## config.mk

```make
export PLATFORM = sky130hd
export DESIGN_NAME = serial_twos_complement
export DESIGN_NICKNAME = d
export VERILOG_FILES = /design/src/rtl/serial_twos_complement_pkg.sv /design/src/rtl/serial_twos_complement_bit_cell.sv /design/src/rtl/serial_twos_complement.sv
export SDC_FILE = /design/constraint.sdc
export NUM_CORES = 1
export LEC_CHECK = 0
export ABC_CLOCK_PERIOD_IN_PS = 2200
export CORE_AREA = 2 2 55 57
export DETAILED_ROUTE_END_ITERATION = 10
export DIE_AREA = 0 0 57 59
export DONT_BUFFER_PORTS = 1
export PLACE_DENSITY = 0.62
export REMOVE_ABC_BUFFERS = 1
export SETUP_SLACK_MARGIN = 0.2
export SKIP_LAST_GASP = 1
export SLEW_MARGIN = 20
export SYNTH_ARGS = -nofsm -noshare
export SYNTH_HDL_FRONTEND = slang
export SYNTH_HIERARCHICAL = 1
export SYNTH_SLANG_ARGS = --single-unit
```

## constraint.sdc

```tcl
create_clock -name clk -period 2.2 [get_ports clk]
set_input_delay 0.22 -clock clk [delete_from_list [all_inputs] [get_ports clk]]
set_output_delay 0.22 -clock clk [all_outputs]
set_load 0.03 [all_outputs]
```

## src/rtl/serial_twos_complement_pkg.sv

```systemverilog
// rtl/serial_twos_complement_pkg.sv - shared types and constants for the bit-serial two's-complement unit
package serial_twos_complement_pkg;

    typedef enum logic {
        IDLE  = 1'b0,
        SHIFT = 1'b1
    } state_t;

    localparam logic MODE_NEG = 1'b0;
    localparam logic MODE_ABS = 1'b1;

    // Most-negative value of a w-bit word, i.e. the only value whose negation wraps.
    function automatic logic [31:0] most_neg(input int w);
        return 32'h1 << (w - 1);
    endfunction

endpackage

```

## src/rtl/serial_twos_complement_bit_cell.sv

```systemverilog
// rtl/serial_twos_complement_bit_cell.sv - per-bit copy-through-first-one-then-invert rule
module twos_comp_bit_cell (
    input  logic b,
    input  logic neg,
    input  logic seen_one,
    output logic obit,
    output logic seen_one_next
);

    assign obit          = (neg && seen_one) ? ~b : b;
    assign seen_one_next = seen_one | b;

endmodule

```

## src/rtl/serial_twos_complement.sv

```systemverilog
// rtl/serial_twos_complement.sv - bit-serial negate/absolute-value unit; SERIAL_TWOS_COMPLEMENT_SEROUT_EN adds a serial result stream
module serial_twos_complement
    import serial_twos_complement_pkg::*;
#(
    parameter int WIDTH = 8
) (
    input  logic             clk,
    input  logic             rst,
    input  logic             Start,
    input  logic             Mode,
    input  logic [WIDTH-1:0] In,
    output logic             Busy,
    output logic             Done,
    output logic [WIDTH-1:0] Out,
`ifdef SERIAL_TWOS_COMPLEMENT_SEROUT_EN
    output logic             SerOut,
    output logic             SerValid,
`endif
    output logic             Overflow
);

    localparam int               CNT_W    = $clog2(WIDTH);
    localparam logic [CNT_W-1:0] LAST     = CNT_W'(WIDTH - 1);
    localparam logic [WIDTH-1:0] MOST_NEG = WIDTH'(most_neg(WIDTH));

    state_t           state;
    logic [WIDTH-1:0] sreg;
    // Holds only the WIDTH-1 bits already produced; the final bit goes straight to Out.
    logic [WIDTH-2:0] res_q;
    logic [CNT_W-1:0] count;
    logic             seen_one;
    logic             neg;
    logic             ovf_cand;
    logic             busy_q;
    logic             done_q;
    logic             ovf_q;
    logic [WIDTH-1:0] out_q;

    logic             obit;
    logic             seen_one_next;
    logic [WIDTH-1:0] res_next;
    logic             neg_now;

    twos_comp_bit_cell u_cell (
        .b             (sreg[0]),
        .neg           (neg),
        .seen_one      (seen_one),
        .obit          (obit),
        .seen_one_next (seen_one_next)
    );

    assign res_next = {obit, res_q};
    assign neg_now  = (Mode == MODE_NEG) ? 1'b1 : In[WIDTH-1];

`ifdef SERIAL_TWOS_COMPLEMENT_SEROUT_EN
    logic ser_out_q;
    logic ser_valid_q;

    always_ff @(posedge clk) begin
        if (rst) begin
            ser_out_q   <= 1'b0;
            ser_valid_q <= 1'b0;
        end else begin
            ser_valid_q <= (state == SHIFT);
            if (state == SHIFT) begin
                ser_out_q <= obit;
            end
        end
    end

    assign SerOut   = ser_out_q;
    assign SerValid = ser_valid_q;
`endif

    always_ff @(posedge clk) begin
        if (rst) begin
            state    <= IDLE;
            sreg     <= '0;
            res_q    <= '0;
            count    <= '0;
            seen_one <= 1'b0;
            neg      <= 1'b0;
            ovf_cand <= 1'b0;
            busy_q   <= 1'b0;
            done_q   <= 1'b0;
            ovf_q    <= 1'b0;
            out_q    <= '0;
        end else begin
            done_q <= 1'b0;
            case (state)
                IDLE: begin
                    if (Start) begin
                        sreg     <= In;
                        res_q    <= '0;
                        count    <= '0;
                        seen_one <= 1'b0;
                        neg      <= neg_now;
                        ovf_cand <= (In == MOST_NEG) && neg_now;
                        busy_q   <= 1'b1;
                        state    <= SHIFT;
                    end
                end
                SHIFT: begin
                    sreg     <= sreg >> 1;
                    res_q    <= res_next[WIDTH-1:1];
                    seen_one <= seen_one_next;
                    count    <= count + 1'b1;
                    if (count == LAST) begin
                        out_q  <= res_next;
                        ovf_q  <= ovf_cand;
                        done_q <= 1'b1;
                        busy_q <= 1'b0;
                        state  <= IDLE;
                    end
                end
                default: state <= IDLE;
            endcase
        end
    end

    assign Busy     = busy_q;
    assign Done     = done_q;
    assign Out      = out_q;
    assign Overflow = ovf_q;

endmodule

```

* Word-level counts from Yosys, hierarchy flattened
Cells that the tools add are included.
** Operators by class
- Add/subtract/negate cells :: 1
- Eq/ne operators :: 4
- Multiplexer cells :: 17
- Bitwise gates (word level) :: 3
- Reduce and logical (&&, ||, !) cells :: 6
** Operator list (count)
- 8-bit case mux with 2 select lines :: 1
- 7-bit case mux with 2 select lines :: 1
- 8-bit equality test (second input constant) :: 1
- 1-bit 2-to-1 mux :: 8
- 8-bit 2-to-1 mux :: 1
- 7-bit 2-to-1 mux :: 1
- 1-bit case mux with 2 select lines :: 3
- 3-bit case mux with 2 select lines :: 1
- 2-bit AND reduction :: 3
- 3-bit by 1-bit adder with 3-bit output (second input constant) :: 1
- 3-bit equality test (second input constant) :: 1
- 3-bit 2-to-1 mux :: 1
- 1-bit logical AND :: 2
- 2-bit by 1-bit != test with 1-bit output (second input constant) :: 1
- 2-bit != test (second input constant) :: 1
- 1-bit inverter :: 2
- 2-bit OR reduction :: 1
- 1-bit OR :: 1
** Storage, ports and cells
- Register bits :: 33
- Input port bits :: 12
- Output and inout bits :: 11
- Word-level logic and storage cells :: 42

* Longest topological paths before layout
Gate-level depths: netlist of the first run.
- Word-level depth :: 3
- Mapped depth :: 6
- Gate-level depth less buffers :: 5

* By module
The synthesis of the first run kept the hierarchy.
** Modules (own cells, without submodules)
- serial_twos_complement :: times used 1, cells an instance 146, area each 1345.0 um2, seq. area each 660.6 um2
- twos_comp_bit_cell :: times used 1, cells an instance 3, area each 18.8 um2, seq. area each 0.0 um2

* Worst setup path after synthesis of the first run
OpenSTA, ideal clock, no wires.
- Path kind :: flip-flop to flip-flop
- Start point :: register count[0]
- End point :: register out_q[0] (netlist: Out[0])
- Setup time :: 0.132 ns
- Arrival :: 1.094 ns
- Data required time :: 2.068 ns
- Setup slack :: 0.974 ns
- Cell stages (with the launch flop) :: 7
- Path buffers :: 1
- Clock period less this slack :: 1.226 ns
- Cell sequence :: dfxtp_1 > ha_1 > ha_1 > and2_1 > buf_2 > nand2_1 > a21oi_1
** On the way
- Word-level cells in the longest chain between the ends :: 2
** Ends and longest elaborated chain
- start, declared :: line serial_twos_complement.sv:30 : logic [CNT_W-1:0] count;
- start signal, assigned :: line serial_twos_complement.sv:107 : count <= count + 1'b1;
- 3-bit equality test :: line serial_twos_complement.sv:108 : if (count == LAST) begin
- 2-bit AND reduction (no line)
- end signal, assigned :: line serial_twos_complement.sv:109 : out_q <= res_next;
- end, declared :: line serial_twos_complement.sv:37 : logic [WIDTH-1:0] out_q;
No other way between the ends.
A chain may end at the register's enable or synchronous reset.

* Final worst setup path of the first run
- Start point :: register state
- End point :: register ovf_cand
** On the way
- Word-level cells in the longest chain between the ends :: 2
** Ends and longest elaborated chain
- start, declared :: line serial_twos_complement.sv:26 : state_t state;
- start signal, assigned :: line serial_twos_complement.sv:77 : state <= IDLE;
- start signal, assigned :: line serial_twos_complement.sv:100 : state <= SHIFT;
- start signal, assigned :: line serial_twos_complement.sv:113 : state <= IDLE;
- 1-bit inverter (no line)
- 2-bit AND reduction (no line)
- end signal, assigned :: line serial_twos_complement.sv:98 : ovf_cand <= (In == MOST_NEG) && neg_now;
- end, declared :: line serial_twos_complement.sv:33 : logic ovf_cand;
No other way between the ends.

==> metrics, run 1 <==
Max-Slew Margin vs Limit roughly 63%; Synth Area per Inst 9.15 um2; fmax 0.691 GHz; Num CTS Buffers 5; main flop type after synthesis dfxtp_1; DRC errors left 0; worst r2r dst ovf_cand; clk root buf clkbuf_4; commonest cells after routing, fill and taps aside 33 x dfxtp_1, 23 x nor2_1, 21 x nand2_1; placed insts 170; cell taking the most area after synthesis dfxtp_1; Hold Buf Count CTS 5; critical path startpoint category flip-flop; Hold Path Class in2reg; leakage power 0.559 nW; DR vias/cell around 5.2; Arr. time, crit path approximately 1.7 ns; CTS HTree Levels 2; switching pwr between 0.0002 and 0.00025 W; Mapped Area 0.00136 mm2; Seq/Total Area, Yosys 48.4%; DRT iter0 DRCs 28; Final Skew 0.00651 ns; number of synthesized flops with an enable pin 0; share of layout cells above drive strength 1 12.5%; Yosys top cell area share 48.4%; Area growth syn-to-layout 8.35%; Sink Count 33; # setup viols final 0; Placed Area 0.00135 mm2; core area 0.00271 mm2; Final Hold Viols 0; WHS Path Cells 2; 1st-pass router iterations 4; initial core utilization about half; Clock Power Share 39.8%; Int Power 0.000922 W; Die Ht ~59 um; hpwl dp 1630 um; number of synthesized register bits 33; TritonCTS clock tree yes; Clock Pin Slew Worst Setup and Hold Paths 0.10 ns; largest net degree at the start of global routing 33; # fillers 254; DRT Wirelength approximately 2500 um; number of global-route vias before repair 946; CP max-delay cell dfxtp_1; RD Place Congestion 0.700; commonest non-fill, non-tap cell in the layout dfxtp_1; Post-synth ARST share 0%; Final ANT Viol Nets 0; Cell Count, Final, Fillers Out 183; total number of vias 959; Slew Limit Fails 0; Min-Delay Endpoint neg; reg2reg start state; Peak VDD IR 0.531 mV; RSZ-0062 raised after global routing false; Worst Setup Path Type reg2reg; Max-Cap Viols 0; largest cells by area after synthesis dfxtp_1 48%, a21oi_1 7.3%, mux2i_1 6.6%; die area about 0.0034 mm2; Switching Fraction 21.0%; cell row count 19; Final #Nets 166; overall routing resource usage approximately 16%; Final Cell Area 0.00148 mm2; Clk Latency, worst-skew pair 0.33 ns; Reg power frac 54.0%; worst setup margin about 0.75 ns; CP peak stage delay between 0.4 and 0.5 ns; Warnings, synthesis 6; Ports 23; final worst path period need between 1 and 1.5 ns; cts repair resizes 0; Comb pwr share 6.2%; Slew @ Worst Pin around 0.56 ns; Critical Path RT about 2.4 ns; Die Wd 57 um; Gate Count Post-Synth 149; R2R setup slack 0.75 ns; Final period util 65.8%; global-route wire length before repair 4220 um; Setup TNS Final 0 ns; HP Start In[7]; worst r2r path cells 4; critical path, cell by cell buf_4 -> nor4_2 -> nand4_1 -> o41ai_2; post-CTS setup buffer count 0; dpl ws 0.751 ns; GRT overflow 0; CP max FO 20; PwrDens 790 mW/mm2; Power Total 0.00117 W; CP Capture Type flip-flop; number of port buffers 0; initial antenna violation count 0; ant diodes 0; WL per Instance 13.4 um; status finished clean; Netlist cell types 23; CTS Buffer Depth 2
[worst max-delay path by stage]
stage	start	endpoint	slack [ns]	depth (start not counted)
after global routing	state	ovf_cand	0.60	4
after global placement	state	ovf_cand	0.83	4
after detailed placement	state	ovf_cand	0.75	4
after floorplan	state	ovf_cand	0.46	3
final	state	ovf_cand	0.75	4
after CTS	state	ovf_cand	0.73	4
[per-stage QoR]
step                      util, %  hold slack (ns)
after floorplan                 -            0.289
after global placement       49.7            0.294
after detailed placement     49.7            0.295
after CTS                    54.7           0.0232
after global routing         54.5           0.0476
final                        54.5           0.0385
[synth_stat cells (2+ instances only)]
| library cell | n |
|---|---|
| nor3b_1 | 10 |
| nor3_1 | 2 |
| a21oi_1 | 20 |
| clkbuf_1 | 5 |
| buf_2 | 2 |
| nor2_1 | 23 |
| mux2_2 | 7 |
| dfxtp_1 | 33 |
| ha_1 | 3 |
| buf_4 | 3 |
| mux2i_1 | 9 |
| nand2_1 | 21 |
[metal layers]
metal / part of all wire, % / wire (um) / global-route usage [%] / vias up
li1: - / - / - / 505
met1: 45 / 1100 / 19.7 / 421
met2: 46 / 1120 / 25.8 / 27
met3: 8.0 / 197 / 7.42 / 6
met4: 1.8 / 43 / 6.98 / 0
met5: 0 / 0 / 0 / -
[cells by family (layout without fill, tap and decap cells)]
| kind of cell | count (synthesis) | count (layout) | synth area share (%) |
|---|---|---|---|
| adders and majority gates | 3 | 3 | 2.75 |
| AOI/OAI and AO/OA | 22 | 22 | 9.18 |
| and+or+nand+nor | 62 | 62 | 21.7 |
| buffers and inverters | 12 | 15 | 4.86 |
| muxes | 16 | 16 | 12.4 |
| DFF | 33 | 33 | 48.4 |
| xor gates and xnor gates | 1 | 1 | 0.642 |
[worst max-delay path, delay by kind of cell, from the launching register on]
family / cells / cell delay (ns)
AND/OR/NAND/NOR: 2 / 0.39
AO/OA/AOI/OAI: 1 / 0.22
flip-flops: 1 / 0.46
buffers and inverters: 1 / 0.29
[sequential cells by signal (all words and copies together), names as in the netlist, 3 cells and up]
register / count
sreg: 8
Out: 8
res_q: 7
count: 3
[power groups by stage]
stage / Sequential (W) / Clock (W) / Combinational (W)
final: 0.000630 / 0.000465 / 0.0000727
after global routing: 0.000633 / 0.000501 / 0.0000810
after CTS: 0.000631 / 0.000478 / 0.0000735
after detailed placement: 0.000645 / 0 / 0.0000567
after global placement: 0.000644 / 0 / 0.0000544
after floorplan: 0.000647 / 0 / 0.0000421
[final cells by class]
| cell class | count | area [um2] | share of cell area [%] |
|---|---|---|---|
| multi-input cells | 104 | 637 | 43.1 |
| flip-flops and latches | 33 | 661 | 44.7 |
| repair buffers | 6 | 52.6 | 3.56 |
| clock buffers | 7 | 55.1 | 3.73 |
| inverters | 1 | 3.75 | 0.254 |
| well taps | 31 | 38.8 | 2.62 |
| clock inverters | 1 | 30.0 | 2.03 |
No activity file was read; power rests on OpenSTA's default activity.
==> run 2: changes to the inputs <==
- ABC_AREA: unset -> 1
- ABC_CLOCK_PERIOD_IN_PS: 2200 -> 1500
- PLACE_DENSITY: 0.62 -> 0.63
- clock period: 2.2 -> 1.5 ns (I/O delays scaled with it)
==> metrics, run 2 <==
DRT iter0 DRCs 18; Critical Path RT 1.68 ns; CTS HTree Levels 2; 1st-pass router iterations 4; fmax 0.822 GHz; cell row count 19; Area growth syn-to-layout 6.47%; Clk Latency, worst-skew pair 0.32 ns; Clock Power Share 32.3%; post-CTS setup buffer count 0; CP max-delay cell dfxtp_2; delay-heaviest family, CP adder cells; cell with the most instances after synthesis nand2_1; TritonCTS clock tree yes; WL per Instance approximately 11 um; critical path startpoint category flip-flop; RD Place Congestion roughly 0.74; Yosys top cell area share 48.1%; number of synthesized flops with an enable pin 0; Peak VDD IR 0.768 mV; ant diodes 0; Max-Slew Margin vs Limit 34.3%; Arr. time, crit path between 1 and 1.5 ns; number of port buffers 0; Switching Fraction 23.8%; total number of vias 1,086; Worst Setup Path Type reg2reg; # setup viols final 0; cell taking the most area after synthesis dfxtp_1; RSZ-0062 raised after global routing false; initial antenna violation count 0; global-route wire length before repair between 4000 and 5000 um; Synth Area per Inst 7.63 um2; Warnings, synthesis 6; leakage power approximately 0.62 nW; area of the multi-input gates 573 um2; largest net degree at the start of global routing 25; # fillers 280; Num CTS Buffers 5; main flop type after synthesis dfxtp_1; Ports 23; Gate Count Post-Synth 180; share of layout cells above drive strength 1 11.4%; commonest cells after routing, fill and taps aside 69 x nand2_1, 32 x dfxtp_1, 18 x inv_1; number of synthesized register bits 33; DR vias/cell 5.03; CP max FO 10; PwrDens 1040 mW/mm2; commonest non-fill, non-tap cell in the layout nand2_1; Slew Limit Fails 0; Mapped Area 0.00137 mm2; Final ANT Viol Nets 0; worst hold slack roughly 0.023 ns; DRT Wirelength 2470 um; Max-Cap Viols 0; status finished clean; final worst path period need 1.22 ns; CP peak stage delay 0.34 ns; post-layout util 53.9%; Sink Count 33; largest cells by area after synthesis dfxtp_1 48%, nand2_1 19%, a21oi_1 5.5%; overall routing resource usage ~16%; core area 0.00271 mm2; Hold Path Class in2reg; switching pwr 0.000363 W; Setup TNS Final 0 ns; Post-synth ARST share 0%; Int Power 0.00116 W; critical path, cell by cell ha_1 -> ha_2 -> nand2_4 -> inv_6 -> nand2_1 -> a21oi_2; Clock Pin Slew Worst Setup and Hold Paths 0.09 ns; die area 0.00336 mm2; number of global-route vias before repair 996; Slew @ Worst Pin 0.985 ns; Final Hold Viols 0; Seq/Total Area, Yosys between 40% and 50%; top post-synthesis cells by count 69 x nand2_1, 33 x dfxtp_1, 18 x inv_1, 15 x a21oi_1, 10 x nor2_1; Die Ht 59 um; Reg power frac between 60% and 70%; GRT overflow 0; Comb pwr share 7.6%; hpwl dp between 1500 and 2000 um; initial core utilization between 50 and 60%; register area ~660 um2; Final #Nets 200; Final Skew 0.00392 ns; CP bufs+invs 1; CTS Buffer Depth 2; CP Capture Type flip-flop; DRC errors left 0; Final period util 81.1%; Die Wd 57 um; Netlist cell types 18; clk root buf clkbuf_4
[run 2: cell families after synthesis]
group	after synthesis	share of synthesized area (%)
flip-flops	33	48.1
buffers and inverters	28	10.3
AO/OA/AOI/OAI	32	14.9
AND/OR/NAND/NOR	84	24.0
adder cells (fa/ha/maj)	3	2.74
[run 2: metal layers]
metal / GRT usage [%] / part of all wire (%)
met1: 18.5 / 44
met2: 27.8 / 48
met3: 6.99 / 7.3
met4: 5.98 / 1.3
met5: 0 / 0
[run 2: cell type report]
type | instances | share of cell area [%]
flip-flops and latches | 33 | 45.3
multi-input cells | 119 | 39.2
inverters | 20 | 5.48
clock buffers | 7 | 3.77
repair buffers | 6 | 3.60
well taps | 31 | 2.65
[run 2: repair_timing]
item / in CTS / in global routing
hold buffers: 2 / 0
endpoints found under the setup margin: 0 / 26
gates resized for setup: 0 / 4
endpoints found under the hold margin: 24 / 0
[run 2: through the flow]
| stage | setup WS [ns] | cell area (um2) | cells | total power (W) |
|---|---|---|---|---|
| after global routing | 0.208 | 1460 | 216 | 0.00160 |
| after global placement | 0.320 | 1380 | 207 | 0.00103 |
| after detailed placement | 0.295 | 1380 | 207 | 0.00104 |
| after CTS | 0.203 | 1460 | 216 | 0.00154 |
| after floorplan | -0.0387 | 1310 | 172 | 0.00101 |
| final | 0.283 | 1460 | 216 | 0.00153 |
[run 2: power by group through the flow]
stage	Sequential [W]	Clock (W)	Combinational, W
CTS	0.000917	0.000511	0.000117
global placement	0.000937	0	0.0000981
finish	0.000917	0.000492	0.000116
detailed placement	0.000937	0	0.000101
floorplan	0.000941	0	0.0000645
global route	0.000920	0.000545	0.000131
[run 2: path summary, 6_finish.rpt]
kind | from | slack [ns] | endpoint | cells past startpoint
worst max-delay path | count[0] | 0.28 | Out[1] | 6
worst min-delay path | In[7] | 0.02 | neg | 2
worst max register to register | count[0] | 0.28 | Out[1] | 6
worst min register to register | res_q[0] | 0.47 | res_q[0] | 2
